<file path="src/rtl/spi_flash_pkg.sv">
// spi_flash_pkg: shared mode encodings, sequencer states and die index helper
package spi_flash_pkg;
  localparam logic [1:0] MODE_SINGLE = 2'd0;
  localparam logic [1:0] MODE_DUAL   = 2'd1;
  localparam logic [1:0] MODE_QUAD   = 2'd2;
  localparam logic [1:0] MODE_RSVD   = 2'd3;
  typedef enum logic [2:0] {
    S_IDLE,
    S_CHECK,
    S_WAIT_SPACE,
    S_ISSUE,
    S_WAIT_DONE,
    S_DONE,
    S_ERR
  } state_t;
  function automatic logic [2:0] die_of(input logic [63:0] addr, input int die_addr_w);
    return 3'(addr >> die_addr_w);
  endfunction
endpackage

</file>
<file path="src/rtl/spi_burst_len_calc.sv">
// spi_burst_len_calc: burst length = min(MAX_BURST, remaining, distance to die end, fifo space)
module spi_burst_len_calc #(
  parameter int ADDR_W     = 32,
  parameter int DIE_ADDR_W = 25,
  parameter int MAX_BURST  = 256,
  parameter int LEN_W      = 9,
  parameter int FREE_W     = 10
) (
  input  logic [ADDR_W:0]       remaining,
  input  logic [DIE_ADDR_W-1:0] die_offset,
  input  logic [FREE_W-1:0]     fifo_free,
  output logic [LEN_W-1:0]      len
);
  logic [63:0]      die_dist;
  logic [LEN_W-1:0] rem_c, dist_c, free_c, m1;
  // each operand is saturated to MAX_BURST so the min can run at LEN_W bits
  function automatic logic [LEN_W-1:0] sat(input logic [63:0] x);
    return x > 64'(MAX_BURST) ? LEN_W'(MAX_BURST) : LEN_W'(x);
  endfunction
  always_comb begin
    die_dist = (64'(1) << DIE_ADDR_W) - 64'(die_offset);
    rem_c    = sat(64'(remaining));
    dist_c   = sat(die_dist);
    free_c   = sat(64'(fifo_free));
    m1       = rem_c < dist_c ? rem_c : dist_c;
    len      = m1 < free_c ? m1 : free_c;
  end
endmodule

</file>
<file path="src/rtl/spi_flash_burst_reader.sv">
// spi_flash_burst_reader: splits an inclusive multi-die byte range into clipped QSPI burst commands
module spi_flash_burst_reader
  import spi_flash_pkg::*;
#(
  parameter int ADDR_W     = 32,
  parameter int DIE_ADDR_W = 25,
  parameter int NUM_DIES   = 2,
  parameter int MAX_BURST  = 256,
  parameter int LEN_W      = 9,
  parameter int FREE_W     = 10
) (
  input  logic                  system_clk,
  input  logic                  system_reset_n,
  input  logic                  start_flag,
  input  logic                  abort,
  input  logic [ADDR_W-1:0]     start_addr,
  input  logic [ADDR_W-1:0]     end_addr,
  input  logic [1:0]            mode,
  output logic                  busy,
  output logic                  read_finish,
  output logic                  error,
  output logic                  cmd_valid,
  input  logic                  cmd_ready,
  output logic [2:0]            cmd_die,
  output logic [DIE_ADDR_W-1:0] cmd_addr,
  output logic [LEN_W-1:0]      cmd_len,
  output logic [1:0]            cmd_mode,
  input  logic                  ctrl_done,
  input  logic [FREE_W-1:0]     fifo_free
);
  localparam logic [ADDR_W:0] DIE_LIMIT = (ADDR_W+1)'(NUM_DIES) << DIE_ADDR_W;
  state_t            state;
  logic [ADDR_W-1:0] curr_addr, end_q;
  logic [ADDR_W:0]   remaining;
  logic              abort_q, bad_req;
  logic [LEN_W-1:0]  burst_len;
  spi_burst_len_calc #(
    .ADDR_W(ADDR_W), .DIE_ADDR_W(DIE_ADDR_W), .MAX_BURST(MAX_BURST),
    .LEN_W(LEN_W), .FREE_W(FREE_W)
  ) u_len (
    .remaining (remaining),
    .die_offset(curr_addr[DIE_ADDR_W-1:0]),
    .fifo_free (fifo_free),
    .len       (burst_len)
  );
  always_comb bad_req = (end_q < curr_addr) || ({1'b0, end_q} >= DIE_LIMIT) || (cmd_mode == MODE_RSVD);
  always_ff @(posedge system_clk) begin
    if (!system_reset_n) begin
      state       <= S_IDLE;
      busy        <= 1'b0;
      read_finish <= 1'b0;
      error       <= 1'b0;
      cmd_valid   <= 1'b0;
      cmd_die     <= '0;
      cmd_addr    <= '0;
      cmd_len     <= '0;
      cmd_mode    <= '0;
      curr_addr   <= '0;
      end_q       <= '0;
      remaining   <= '0;
      abort_q     <= 1'b0;
    end else begin
      read_finish <= 1'b0;
      error       <= 1'b0;
      case (state)
        S_IDLE: if (start_flag) begin
          curr_addr <= start_addr;
          end_q     <= end_addr;
          cmd_mode  <= mode;
          abort_q   <= 1'b0;
          busy      <= 1'b1;
          state     <= S_CHECK;
        end
        S_CHECK: if (bad_req) begin
          error <= 1'b1;
          state <= S_ERR;
        end else begin
          remaining <= {1'b0, end_q} - {1'b0, curr_addr} + (ADDR_W+1)'(1);
          state     <= S_WAIT_SPACE;
        end
        S_WAIT_SPACE: if (abort) begin
          read_finish <= 1'b1;
          state       <= S_DONE;
        end else if (fifo_free != '0) begin
          cmd_die   <= die_of(64'(curr_addr), DIE_ADDR_W);
          cmd_addr  <= curr_addr[DIE_ADDR_W-1:0];
          cmd_len   <= burst_len;
          cmd_valid <= 1'b1;
          state     <= S_ISSUE;
        end
        S_ISSUE: if (cmd_ready) begin
          cmd_valid <= 1'b0;
          curr_addr <= curr_addr + ADDR_W'(cmd_len);
          remaining <= remaining - (ADDR_W+1)'(cmd_len);
          state     <= S_WAIT_DONE;
        end
        S_WAIT_DONE: begin
          if (abort) abort_q <= 1'b1;
          if (ctrl_done) begin
            read_finish <= (remaining == '0) || abort || abort_q;
            state       <= ((remaining == '0) || abort || abort_q) ? S_DONE : S_WAIT_SPACE;
          end
        end
        S_DONE, S_ERR: begin
          busy  <= 1'b0;
          state <= S_IDLE;
        end
        default: state <= S_IDLE;
      endcase
    end
  end
endmodule

</file>
<file path="config.mk">
export PLATFORM = sky130hd
export DESIGN_NAME = spi_flash_burst_reader
export DESIGN_NICKNAME = d
export VERILOG_FILES = /design/src/rtl/spi_flash_pkg.sv /design/src/rtl/spi_burst_len_calc.sv /design/src/rtl/spi_flash_burst_reader.sv
export SDC_FILE = /design/constraint.sdc
export NUM_CORES = 1
export LEC_CHECK = 0
export BUFFER_PORTS_ARGS = -buffer_cell sky130_fd_sc_hd__buf_2
export CORE_ASPECT_RATIO = 1.5
export CORE_MARGIN = 2
export CORE_UTILIZATION = 61
export CTS_CLUSTER_SIZE = 25
export DETAILED_ROUTE_END_ITERATION = 8
export HOLD_SLACK_MARGIN = 0.15
export PLACE_DENSITY = 0.79
export SYNTH_ARGS = -nofsm -noshare
export SYNTH_HDL_FRONTEND = slang
export SYNTH_SLANG_ARGS = --single-unit
</file>
<file path="constraint.sdc">
create_clock -name system_clk -period 7.8 [get_ports system_clk]
set_clock_uncertainty 0.1 [all_clocks]
set_input_delay 1.17 -clock system_clk [delete_from_list [all_inputs] [get_ports system_clk]]
set_output_delay 1.17 -clock system_clk [all_outputs]
set_load 0.005 [all_outputs]
</file>
# ---- Word-level counts from Yosys, hierarchy flattened
# Cells that the tools add are included.
dict set report op_classes {
  addsub 5
  mul 0
  div_mod_pow 0
  n_lt_le_gt_ge 7
  n_eq_ne 15
  shifts 0
  mux 32
  bitwise 1
  reduce_logical 22
}
# operator n
set op_table {}
lappend op_table {{$mux W33} 2}
lappend op_table {{$pmux W33 S2} 1}
lappend op_table {{$gt A64 B9 Y1 const B} 1}
lappend op_table {{$mux W32} 2}
lappend op_table {{$pmux W32 S2} 1}
lappend op_table {{$mux W9} 5}
lappend op_table {{$add A33 B1 Y33 const B} 1}
lappend op_table {{$gt A33 B9 Y1 const B} 1}
lappend op_table {{$logic_not A33 Y1} 1}
lappend op_table {{$sub A32 B32 Y33} 1}
lappend op_table {{$sub A33 B9 Y33} 1}
lappend op_table {{$add A32 B9 Y32} 1}
lappend op_table {{$ge A32 B27 Y1 const B} 1}
lappend op_table {{$lt A32 B32 Y1} 1}
lappend op_table {{$sub A26 B25 Y27 const A} 1}
lappend op_table {{$mux W3} 7}
lappend op_table {{$lt A9 B9 Y1} 2}
lappend op_table {{$pmux W3 S5} 1}
lappend op_table {{$ne A2 B2 Y1 const B} 7}
lappend op_table {{$reduce_and A3 Y1} 4}
lappend op_table {{$gt A10 B9 Y1 const B} 1}
lappend op_table {{$reduce_bool A10 Y1} 1}
lappend op_table {{$reduce_bool A2 Y1} 5}
lappend op_table {{$eq A3 B3 Y1 const B} 3}
lappend op_table {{12 further kinds} 30}
dict set report totals {
  reg_bits 144
  latch_bits 0
  ram_bits 0
  rom_bits 0
  output_inout_bits 43
  elab_cells 95
  memories 0
}

# ---- Depth between registers and ports, before layout
# Gate-level depths: netlist (run 1).
dict set report depth {
  word_depth 7
  depth_mapped 33
  ltp_nobuf 29
}

# ---- Modules after synthesis
# From an unflattened synthesis (run 1), not the netlist that was laid out.
dict set report unflattened {
  hier_cells 1585
  area_unflattened_um2 11946.5
}
# module n_inst cells_each area_each_um2 seq_area_each_um2
set modules_own_cells {}
lappend modules_own_cells {spi_flash_burst_reader 1 1359 10307.4 2882.8}
lappend modules_own_cells {spi_burst_len_calc 1 226 1639.1 0.0}

# ---- Least setup slack after synthesis (run 1)
# No wires, ideal clock.
dict set report synth_path {
  path_type {flip-flop to flip-flop}
  startpoint {register curr_addr[0]}
  endpoint {register cmd_len[0]}
  setup_ns 0.070
  t_arrival_ns 6.441
  slack_ns 1.189
  stages_incl_launch_ff 33
  path_buffers 3
  cell_sequence {dfxtp_1 inv_1 ha_1 buf_2 nor3b_1 or3_1 o211a_1 o31a_1 a2111oi_4 and3_1 buf_2 buf_4 nand2_1 ha_1 a211oi_1 o21bai_1 a211oi_1 o21ai_0 a211oi_2 nor2_4 a22o_1 a22oi_1 inv_1 ha_1 a21o_1 a21o_1 a21oi_1 o21ai_0 a31o_2 nor2_1 a21oi_1 or3_1 a21oi_1}
}
dict set report synth_via {
  elab_chain_len 7
}
# item line_no
set synth_lines {}
lappend synth_lines {{start: declaration} spi_flash_burst_reader.sv:33} ;# logic [ADDR_W-1:0] curr_addr, end_q;
lappend synth_lines {{start signal: assignment} spi_flash_burst_reader.sv:67} ;# curr_addr <= start_addr;
lappend synth_lines {{start signal: assignment} spi_flash_burst_reader.sv:93} ;# curr_addr <= curr_addr + ADDR_W'(cmd_len);
lappend synth_lines {{$sub A26 B25 Y27 (*)} spi_burst_len_calc.sv:21} ;# die_dist = (64'(1) << DIE_ADDR_W) - 64'(die_offset);
lappend synth_lines {{$gt A64 B9 Y1} spi_burst_len_calc.sv:18} ;# return x > 64'(MAX_BURST) ? LEN_W'(MAX_BURST) : LEN_W'(x);
lappend synth_lines {{$mux W9 (*)} spi_burst_len_calc.sv:18}
lappend synth_lines {{$lt A9 B9 Y1} spi_burst_len_calc.sv:25} ;# m1 = rem_c < dist_c ? rem_c : dist_c;
lappend synth_lines {{$mux W9 (*)} spi_burst_len_calc.sv:25}
lappend synth_lines {{$lt A9 B9 Y1} spi_burst_len_calc.sv:26} ;# len = m1 < free_c ? m1 : free_c;
lappend synth_lines {{$mux W9 (*)} spi_burst_len_calc.sv:26}
lappend synth_lines {{end signal: assignment} spi_flash_burst_reader.sv:87} ;# cmd_len <= burst_len;
lappend synth_lines {{end: declaration} spi_flash_burst_reader.sv:26} ;# output logic [LEN_W-1:0] cmd_len,
# Mark *: on every way between the ends. The rest lies on a longest branch, timed or not.
# A chain may end at the register's enable or synchronous reset.

# ---- Final worst setup path (run 1)
dict set report layout_path {
  startpoint {register curr_addr[0]}
  endpoint {register cmd_len[7]}
}
# The elaborated chain is that of the path after synthesis.

==> impl_metrics.yaml, run 1 <==
synthesis:
  synth_edf_count: 0
  yosys.area.top_type: "dfxtp_1"
  synth_compound_area_frac: 0.260
  synth_seq_cells: 144
  syn_area_um2: 11400
  synth_top_area_share: 0.252
  synthFlopType: "dfxtp_1"
  syn_area_per_cell_um2: 7.42
  synth_area_leaders: "dfxtp_1 (25%), ha_1 (11%), nand2_1 (8.1%)"
  synth-warning-count: 0
  synth.distinct_cells: 81
  syn-num-nets: 1744
  synthesis.instances: 1543
  synth_mux_area_frac: 0.00743
  synth-xor-area-share: 0.0344
  synth-async-reset-ratio: 0
  synth-simple-area-share: 0.238
  seq_area_frac_synth: 0.252
  synthAdderAreaFrac: 0.142
  synth_top_family_by_area: "compound AO/OA/AOI/OAI gates"
global_route:
  grt_pass1_wl_mm: 56.2
  grt_pass1_vias: 11200
  antenna_found_initial: 1
  grt_usage: 0.363
  grt-ovfl-total: 0
  grt_max_degree: 86
placed_design:
  pre_cts_ws_ns: 0.599
  placed_cells: 1850
  gp_congestion: 1.03
  io_buffer_count: 124
  dpl.hpwl_mm: 27.1
  dpl-instance-area_um2: 12200
detailed_routing:
  vias_per_cell: 6.38
  dr.first_iter.drc_count: 988
  wl_per_cell_um: 19.1
  ant_nets: 0
  num_vias: 12000
  wl_mm: 36.0
  drc: 0
  dr.pass1.iters: 6
final_layout:
  fillers: 1657
  fin_cells: 1883
  drive_gt1_frac: 0.125
  layout_common_cells: "nand2_1 (246), a21oi_1 (172), dfxtp_1 (144)"
  post-route-util: 0.694
  final_nets: 1818
  area_growth_pct: 12.0
  final_common_cell: "nand2_1"
  postLayoutCellArea_um2: 12800
worst_setup_path:
  cp-end-kind: "flop"
  path_class: "flop to flop"
  slowest_delay_ns: 0.53
  startpoint_type: "flop"
  worstPathMaxFanout: 16
  crit_path_top_delay_cell: "dfxtp_1"
  worst-endpoint-arrival_ns: 7.33
  critPathMostFrequentCell: "ha_1"
  worst_ep_required_time_ns: 8.05
power:
  peakVddDrop_v: 0.000242
  p_int_mw: 2.89
  p_per_area_nw_per_um2: 451
  sw_frac_of_total: 0.499
  p_clk_frac: 0.150
  p_seq_frac: 0.216
  switchingPower_mw: 2.88
  leakage_nw: 5.26
  combinationalPowerShare: 0.634
  power_mw: 5.78
clocking:
  cts_tree: "yes"
  root_buffer: "clkbuf_16"
  clockBufferDepth: 2
  clock_sinks: 144
  clock_latency_ns: 0.44
  clk_pin_slew_ns: 0.07
  numCtsBuffers: 17
  htreeDepth: 4
  post-cts-setup-buffers: 0
floorplan:
  io_pins: 125
  num_rows: 61
  initial_utilization: 0.620
  dieArea_um2: 19900
  core_area_um2: 18500
  chipHeight_um: 172
  die_x_um: 116
sta:
  tightestPinTransition_ns: 1.02
  finalSetupViolCount: 0
  slew_violations: 0
  min_period_ns: 7.07
  max_slew_margin: 0.323
  timing.final.crit_share: 0.907
  final-hold-violation-count: 0
  clock.fmax_ghz: 0.141
  setup_ws_ns: 0.728
outcome:
  outcome: "finished clean"
job:
  cap_viol_max_count: 0
hold_path:
  hp-class: "flop to flop"
## Yosys cell counts (10+ instances only)
| cell | count |
|---|---|
| nor2b_1 | 16 |
| or3_1 | 18 |
| nor2_1 | 105 |
| o21bai_1 | 10 |
| xor2_1 | 12 |
| fa_1 | 18 |
| clkbuf_1 | 63 |
| nand3_1 | 25 |
| a21o_1 | 15 |
| a22oi_1 | 12 |
| and3_1 | 16 |
| a221oi_1 | 11 |
| a21oi_1 | 173 |
| a31oi_1 | 19 |
| ha_1 | 101 |
| a211oi_1 | 26 |
| nand2b_1 | 11 |
| o211ai_1 | 13 |
| xnor2_1 | 33 |
| or4_1 | 10 |
| nand4_1 | 25 |
| nor3_1 | 45 |
| nand2_1 | 246 |
| o21ai_0 | 80 |
| nor4_1 | 15 |
| inv_1 | 113 |
| dfxtp_1 | 144 |
## metrics by stage
step	hold slack (ns)	TNS, ns
6_report	0.353	0
5_1_grt	0.379	-0.0116
4_1_cts	0.353	0
3_5_place_dp	0.344	0
3_3_place_gp	0.342	0
2_1_floorplan	0.332	0
## area by class of cell
cell class              instances  area [um^2]  share of cell area
clock buffers                  19          443              0.0346
inverters                     113          425              0.0332
diodes                          1         2.50            0.000195
multi-input cells            1204         7860               0.613
clock inverters                13          176              0.0138
well taps                     252          315              0.0246
repair buffers                137          718              0.0560
flip-flops and latches        144         2880               0.225
## worst max-delay path: cells and delay by family, from the launching register on
| kind | cells | cell delay, ns |
|---|---|---|
| simple gates | 6 | 1.34 |
| flops | 1 | 0.53 |
| fa+ha+maj | 3 | 0.94 |
| compound gates | 17 | 3.61 |
| buf+inv | 3 | 0.45 |
## cell families (layout without fill, tap and decap cells)
kind of cell               count (synthesis)  in the layout
AOI/OAI and AO/OA                        462            462
muxes                                      8              8
buffers and inverters                    195            282
xor gates and xnor gates                  45             45
and+or+nand+nor                          570            570
DFF                                      144            144
other                                      0              1
adders and majority gates                119            119
## state kept, by name (all words and copies together), names as in the netlist
| signal | flops |
|---|---|
| cmd_len | 9 |
| curr_addr | 32 |
| cmd_mode | 2 |
| busy | 1 |
| read_finish | 1 |
| cmd_die | 3 |
| remaining | 33 |
| state | 3 |
| end_q | 32 |
| error | 1 |
| cmd_addr | 25 |
| cmd_valid | 1 |
| abort_q | 1 |
## power by group through the flow
stage / combinational (mW) / sequential [mW] / clock (mW)
2_1_floorplan: 2.84 / 1.08 / 0
3_3_place_gp: 3.50 / 1.24 / 0
3_5_place_dp: 3.56 / 1.25 / 0
4_1_cts: 3.60 / 1.24 / 0.874
5_1_grt: 4.03 / 1.28 / 0.903
6_report: 3.66 / 1.25 / 0.866
## per-layer routing
layer,GRT usage,vias up,share of wire
met4,0.252,0,0.076
met2,0.625,600,0.50
met5,0,-,0
met3,0.0595,161,0.068
met1,0.401,5583,0.36
li1,-,5678,-
## final timing paths
| kind | start | end | slack [ns] | cells past startpoint |
|---|---|---|---|---|
| max | curr_addr[0]$_SDFFE_PN0P_ | cmd_len[7]$_SDFFE_PN0P_ | 0.73 | 29 |
| min | cmd_addr[18]$_SDFFE_PN0P_ | cmd_addr[18]$_SDFFE_PN0P_ | 0.35 | 2 |
| max reg2reg | curr_addr[0]$_SDFFE_PN0P_ | cmd_len[7]$_SDFFE_PN0P_ | 0.73 | 29 |
| min reg2reg | cmd_addr[18]$_SDFFE_PN0P_ | cmd_addr[18]$_SDFFE_PN0P_ | 0.35 | 2 |
## repair_timing
action | 4_1_cts | 5_1_grt
setup endpoints to repair | 0 | 9
resized for setup | 0 | 2
hold buffers | 0 | 0
(Power assumes the default switching activity.)
==> run 2: changes to the inputs <==
--- a/config.mk
+++ b/config.mk
@@ -6,13 +6,13 @@
 export NUM_CORES = 1
 export LEC_CHECK = 0
 export BUFFER_PORTS_ARGS = -buffer_cell sky130_fd_sc_hd__buf_2
-export CORE_ASPECT_RATIO = 1.5
 export CORE_MARGIN = 2
 export CORE_UTILIZATION = 61
 export CTS_CLUSTER_SIZE = 25
 export DETAILED_ROUTE_END_ITERATION = 8
 export HOLD_SLACK_MARGIN = 0.15
 export PLACE_DENSITY = 0.79
+export SLEW_MARGIN = 25
 export SYNTH_ARGS = -nofsm -noshare
 export SYNTH_HDL_FRONTEND = slang
 export SYNTH_SLANG_ARGS = --single-unit
==> run 2 against run 1 <==
Against the previous run: clock-buffer cell count down 2; maximum frequency is 0.63% higher; first-iteration DRC count up 11%; clock power shrank 2%; core utilization fell by 0.75 points.
==> impl_metrics.yaml, run 2 (synthesis results as in run 1) <==
detailed_routing:
  dr.first_iter.drc_count: 1099
  vias_per_cell: 6.35
  num_vias: 11800
  drc: 0
  dr.pass1.iters: 7
  ant_nets: 0
  wl_per_cell_um: 19.0
  wl_mm: 35.4
worst_setup_path:
  startpoint_type: "flop"
  cp-end-kind: "flop"
  worst-endpoint-arrival_ns: 7.28
  critPathMostFrequentCell: "ha_1"
  crit_path_top_delay_cell: "dfxtp_1"
  worst_ep_required_time_ns: 8.05
  slowest_delay_ns: 0.52
  worstPathMaxFanout: 10
  path_class: "flop to flop"
final_layout:
  final_nets: 1818
  layout_common_cells: "nand2_1 (246), a21oi_1 (172), dfxtp_1 (144)"
  largest_register: "remaining"
  drive_gt1_frac: 0.126
  fillers: 1638
  area_growth_pct: 11.4
  largestRegisters: "remaining (33), curr_addr (32), end_q (32)"
  final_common_cell: "nand2_1"
  antenna_cells: 0
  largest_reg_flops: 33
global_route:
  grt_usage: 0.354
  grt_pass1_vias: 11100
  antenna_found_initial: 0
  grt_pass1_wl_mm: 56.5
  grt-ovfl-total: 0
  grt_max_degree: 82
sta:
  clock.fmax_ghz: 0.142
  final-hold-violation-count: 0
  min_period_ns: 7.03
  slew_violations: 0
  tightestPinTransition_ns: 0.944
  max_slew_margin: 0.367
  finalSetupViolCount: 0
  tns_ns: 0
  timing.final.crit_share: 0.901
  setup_ws_ns: 0.772
  rsz0062_at_grt: "false"
clocking:
  post-cts-setup-buffers: 0
  cts_tree: "yes"
  clock_sinks: 144
  cts-hold-fix-buffers: 0
  clk_pin_slew_ns: 0.07
  cts_resized: 0
  htreeDepth: 4
  clock_latency_ns: 0.44
  numCtsBuffers: 17
  clockBufferDepth: 2
  root_buffer: "clkbuf_16"
placed_design:
  dpl.hpwl_mm: 25.9
  gp_congestion: 0.947
  io_buffer_count: 124
  pre_cts_ws_ns: 0.903
floorplan:
  initial_utilization: 0.616
  core_area_um2: 18600
  dieArea_um2: 19900
  die_x_um: 141
  chipHeight_um: 141
  io_pins: 125
  num_rows: 50
power:
  leakage_nw: 5.26
  p_seq_frac: 0.213
  switchingPower_mw: 2.94
  p_per_area_nw_per_um2: 453
  p_clk_frac: 0.147
  sw_frac_of_total: 0.509
  p_int_mw: 2.84
  peakVddDrop_v: 0.000232
  combinationalPowerShare: 0.640
job:
  cap_viol_max_count: 0
hold_path:
  hp-class: "flop to flop"
outcome:
  outcome: "finished clean"
[run 2: layer usage]
metal,track usage,wire (um)
met2,0.601,17000
met5,0,0
met1,0.447,14400
met4,0.157,1350
met3,0.0547,2650
[run 2: power by group through the flow]
stage | logic, mW | registers [mW] | clock network (mW)
after floorplan | 2.84 | 1.08 | 0
after global placement | 3.53 | 1.23 | 0
after detailed placement | 3.58 | 1.24 | 0
after CTS | 3.62 | 1.22 | 0.848
after global routing | 4.05 | 1.26 | 0.879
final | 3.70 | 1.23 | 0.849
[run 2: final timing paths]
check / startpoint / endpoint / slack [ns] / cells after the start
setup reg to reg: curr_addr[0]$_SDFFE_PN0P_ / cmd_len[6]$_SDFFE_PN0P_ / 0.77 / 29
hold / removal: cmd_addr[9]$_SDFFE_PN0P_ / cmd_addr[9]$_SDFFE_PN0P_ / 0.35 / 2
hold reg to reg: cmd_addr[9]$_SDFFE_PN0P_ / cmd_addr[9]$_SDFFE_PN0P_ / 0.35 / 2
setup / recovery: curr_addr[0]$_SDFFE_PN0P_ / cmd_len[6]$_SDFFE_PN0P_ / 0.77 / 29
[run 2: area by class of cell]
class	count	area [um^2]	share of cell area
well taps	234	293	0.0230
inverters	113	425	0.0333
clock buffers	17	425	0.0333
clock inverters	15	171	0.0134
flip-flops and latches	144	2880	0.226
repair buffers	137	718	0.0563
multi-input cells	1204	7840	0.615
[run 2: stage by stage]
step	utilization	power, mW	cells	hold WS, ns	instance area [um^2]
after floorplan	-	3.93	1543	0.332	11400
after global placement	0.654	4.76	1832	0.342	12200
after detailed placement	0.654	4.81	1832	0.344	12200
after CTS	0.687	5.69	1864	0.353	12800
after global routing	0.687	6.19	1864	0.372	12800
final	0.687	5.78	1864	0.353	12800
[run 2: worst max-delay path: cells and delay by family (launching register included)]
family | cells | cell delay (ns)
AO/OA/AOI/OAI | 17 | 3.59
flip-flops | 1 | 0.52
buffers and inverters | 3 | 0.44
adder cells (fa/ha/maj) | 3 | 0.94
AND/OR/NAND/NOR | 6 | 1.34
==> run 3: changes to the inputs <==
--- a/config.mk
+++ b/config.mk
@@ -5,13 +5,15 @@
 export SDC_FILE = /design/constraint.sdc
 export NUM_CORES = 1
 export LEC_CHECK = 0
+export ABC_AREA = 1
 export BUFFER_PORTS_ARGS = -buffer_cell sky130_fd_sc_hd__buf_2
 export CORE_MARGIN = 2
-export CORE_UTILIZATION = 61
+export CORE_UTILIZATION = 62
+export CTS_BUF_LIST = sky130_fd_sc_hd__clkbuf_4
 export CTS_CLUSTER_SIZE = 25
 export DETAILED_ROUTE_END_ITERATION = 8
 export HOLD_SLACK_MARGIN = 0.15
-export PLACE_DENSITY = 0.79
+export PLACE_DENSITY = 0.8
 export SLEW_MARGIN = 25
 export SYNTH_ARGS = -nofsm -noshare
 export SYNTH_HDL_FRONTEND = slang
==> run 3 against run 2 <==
Against the previous run: synthesized area is 5.5% higher; final cell count is 19% higher; register-to-register slack better by 1.4 ns; critical endpoint is now cmd_len[8]$_SDFFE_PN0P_; maximum frequency is 25% higher; clock-buffer cell count stayed put; final area is 3.1% higher.
==> impl_metrics.yaml, run 3 <==
final_layout:
  area_growth_pct: 8.87
  final_common_cell: "nand2_1"
  drive_gt1_frac: 0.114
  regArea_um2: 2880
  multi_input_area_um2: 7870
  fillers: 1794
  largestRegisters: "remaining (33), curr_addr (32), end_q (32)"
  largest_register: "remaining"
  layout_common_cells: "nand2_1 (302), inv_1 (265), nor2_1 (219)"
  largest_reg_flops: 33
  final_nets: 2146
  fin_cells: 2223
sta:
  finalSetupViolCount: 0
  clock.fmax_ghz: 0.178
  final-hold-violation-count: 0
  max_slew_margin: 0.327
  timing.final.crit_share: 0.720
  rsz0062_at_grt: "false"
  min_period_ns: 5.61
  tns_ns: 0
  tightestPinTransition_ns: 1.01
  slew_violations: 0
  timing.hold.ws_ns: 0.366
worst_setup_path:
  cp-end-kind: "flop"
  path_class: "flop to flop"
  startpoint_type: "flop"
  slowest_delay_ns: 0.47
  worstPathMaxFanout: 17
  critPathMostFrequentCell: "nand2_1"
  crit_path_top_delay_cell: "a221oi_1"
  timing.rr.start: "curr_addr[0]$_SDFFE_PN0P_"
  worst-endpoint-arrival_ns: 6.03
  worst_ep_required_time_ns: 8.21
  reg2reg_slack_ns: 2.19
  ff2ff_path_depth: 29
  worstReg2RegEnd: "cmd_len[8]$_SDFFE_PN0P_"
synthesis:
  synth-async-reset-ratio: 0
  syn_area_per_cell_um2: 6.48
  synth_top_area_share: 0.239
  syn_area_um2: 12100
  syn-num-nets: 2065
  synthFlopType: "dfxtp_1"
  synth_area_leaders: "dfxtp_1 (24%), ha_1 (10%), nand2_1 (9.4%)"
  synth_seq_cells: 144
  synth_common_cells: "nand2_1 (302), inv_1 (266), nor2_1 (221)"
  seq_area_frac_synth: 0.239
  yosys.area.top_type: "dfxtp_1"
  synth_edf_count: 0
  synth.distinct_cells: 57
  synthesis.instances: 1864
  synth-warning-count: 0
  synth_most_common_cell: "nand2_1"
floorplan:
  dieArea_um2: 20600
  core_area_um2: 19300
  chipHeight_um: 144
  io_pins: 125
  num_rows: 51
  initial_utilization: 0.627
  die_x_um: 144
detailed_routing:
  vias_per_cell: 5.79
  wl_mm: 38.5
  dr.pass1.iters: 6
  wl_per_cell_um: 17.3
  dr.first_iter.drc_count: 1259
  num_vias: 12900
  drc: 0
  ant_nets: 0
placed_design:
  dpl.hpwl_mm: 29.0
  gp_congestion: 0.995
  placed_cells: 2191
  io_buffer_count: 124
clocking:
  cts_tree: "yes"
  cts_resized: 0
  htreeDepth: 4
  numCtsBuffers: 17
  clock_sinks: 144
  clk_pin_slew_ns: 0.15
  cts-hold-fix-buffers: 0
  clockBufferDepth: 2
  root_buffer: "clkbuf_4"
  clock_latency_ns: 0.59
  post-cts-setup-buffers: 0
global_route:
  grt_pass1_vias: 11900
  grt-ovfl-total: 0
  grt_pass1_wl_mm: 61.0
  grt_usage: 0.378
  grt_max_degree: 71
  antenna_found_initial: 0
outcome:
  outcome: "finished clean"
hold_path:
  hp-class: "flop to flop"
  holdCritStartpoint: "end_q[8]$_SDFFE_PN0P_"
  hold_end: "end_q[8]$_SDFFE_PN0P_"
  min_delay_path_depth: 2
job:
  cap_viol_max_count: 0
## run 3: changes by cell type in the layout (fill, tap and decap cells not counted), sizes merged, moves of 18 or more
cell,before,now
inv,120,271
nor2,106,236
o21ai,81,187
nand3,25,119
nand2,248,313
a21oi,174,213
xnor2,33,5
a211oi,27,5
nor3,45,27
or3,18,0
## run 3: layout make-up
class / instances / area share
antenna: 1 / 0.000190
clock buffer: 17 / 0.00970
clock inverter: 14 / 0.0175
inverter: 272 / 0.0776
multi-input combinational: 1377 / 0.598
sequential: 144 / 0.219
tap: 265 / 0.0252
timing repair buffer: 133 / 0.0523
## run 3: cells by family (layout without fill, tap and decap cells)
| kind of cell | Yosys count | in the layout | share of synthesized area |
|---|---|---|---|
| buffers and inverters | 343 | 436 | 0.112 |
| AND/OR/NAND/NOR | 750 | 750 | 0.274 |
| other | 0 | 1 | 0 |
| AO/OA/AOI/OAI | 477 | 477 | 0.219 |
| adder cells (fa/ha/maj) | 119 | 119 | 0.134 |
| flip-flops | 144 | 144 | 0.239 |
| XOR/XNOR | 31 | 31 | 0.0225 |
## run 3: critical path, delay by kind of cell (launching register included)
kind,cells,cell delay [ns]
flip-flops,1,0.39
AO/OA/AOI/OAI,8,1.87
buffers and inverters,3,0.38
AND/OR/NAND/NOR,15,1.92
adder cells (fa/ha/maj),3,0.89
## run 3: layer usage
| layer | routed length [um] | GRT usage |
|---|---|---|
| met5 | 0 | 0 |
| met3 | 3580 | 0.0753 |
| met1 | 16800 | 0.511 |
| met4 | 1450 | 0.148 |
| met2 | 16600 | 0.594 |
## run 3: worst max-delay path by stage
stage                              startpoint  depth (start not counted)                       to
floorplan           curr_addr[0]$_SDFFE_PN0P_                         31  cmd_len[0]$_SDFFE_PN0P_
global placement    curr_addr[0]$_SDFFE_PN0P_                         29  cmd_len[6]$_SDFFE_PN0P_
detailed placement  curr_addr[0]$_SDFFE_PN0P_                         30  cmd_len[4]$_SDFFE_PN0P_
CTS                 curr_addr[0]$_SDFFE_PN0P_                         30  cmd_len[3]$_SDFFE_PN0P_
global route        curr_addr[0]$_SDFFE_PN0P_                         29  cmd_len[4]$_SDFFE_PN0P_
finish              curr_addr[0]$_SDFFE_PN0P_                         29  cmd_len[8]$_SDFFE_PN0P_
## run 3: per-stage QoR
step | utilization | instance area [um^2] | setup WS, ns
global placement | 0.663 | 12800 | 2.54
global route | 0.682 | 13100 | 1.61
CTS | 0.682 | 13100 | 2.29
floorplan | - | 12100 | 3.03
finish | 0.682 | 13200 | 2.19
detailed placement | 0.664 | 12800 | 2.35
Power of run 3 is not shown: default switching activity piles up to over one toggle a cycle in this logic, so the estimate is an artifact.
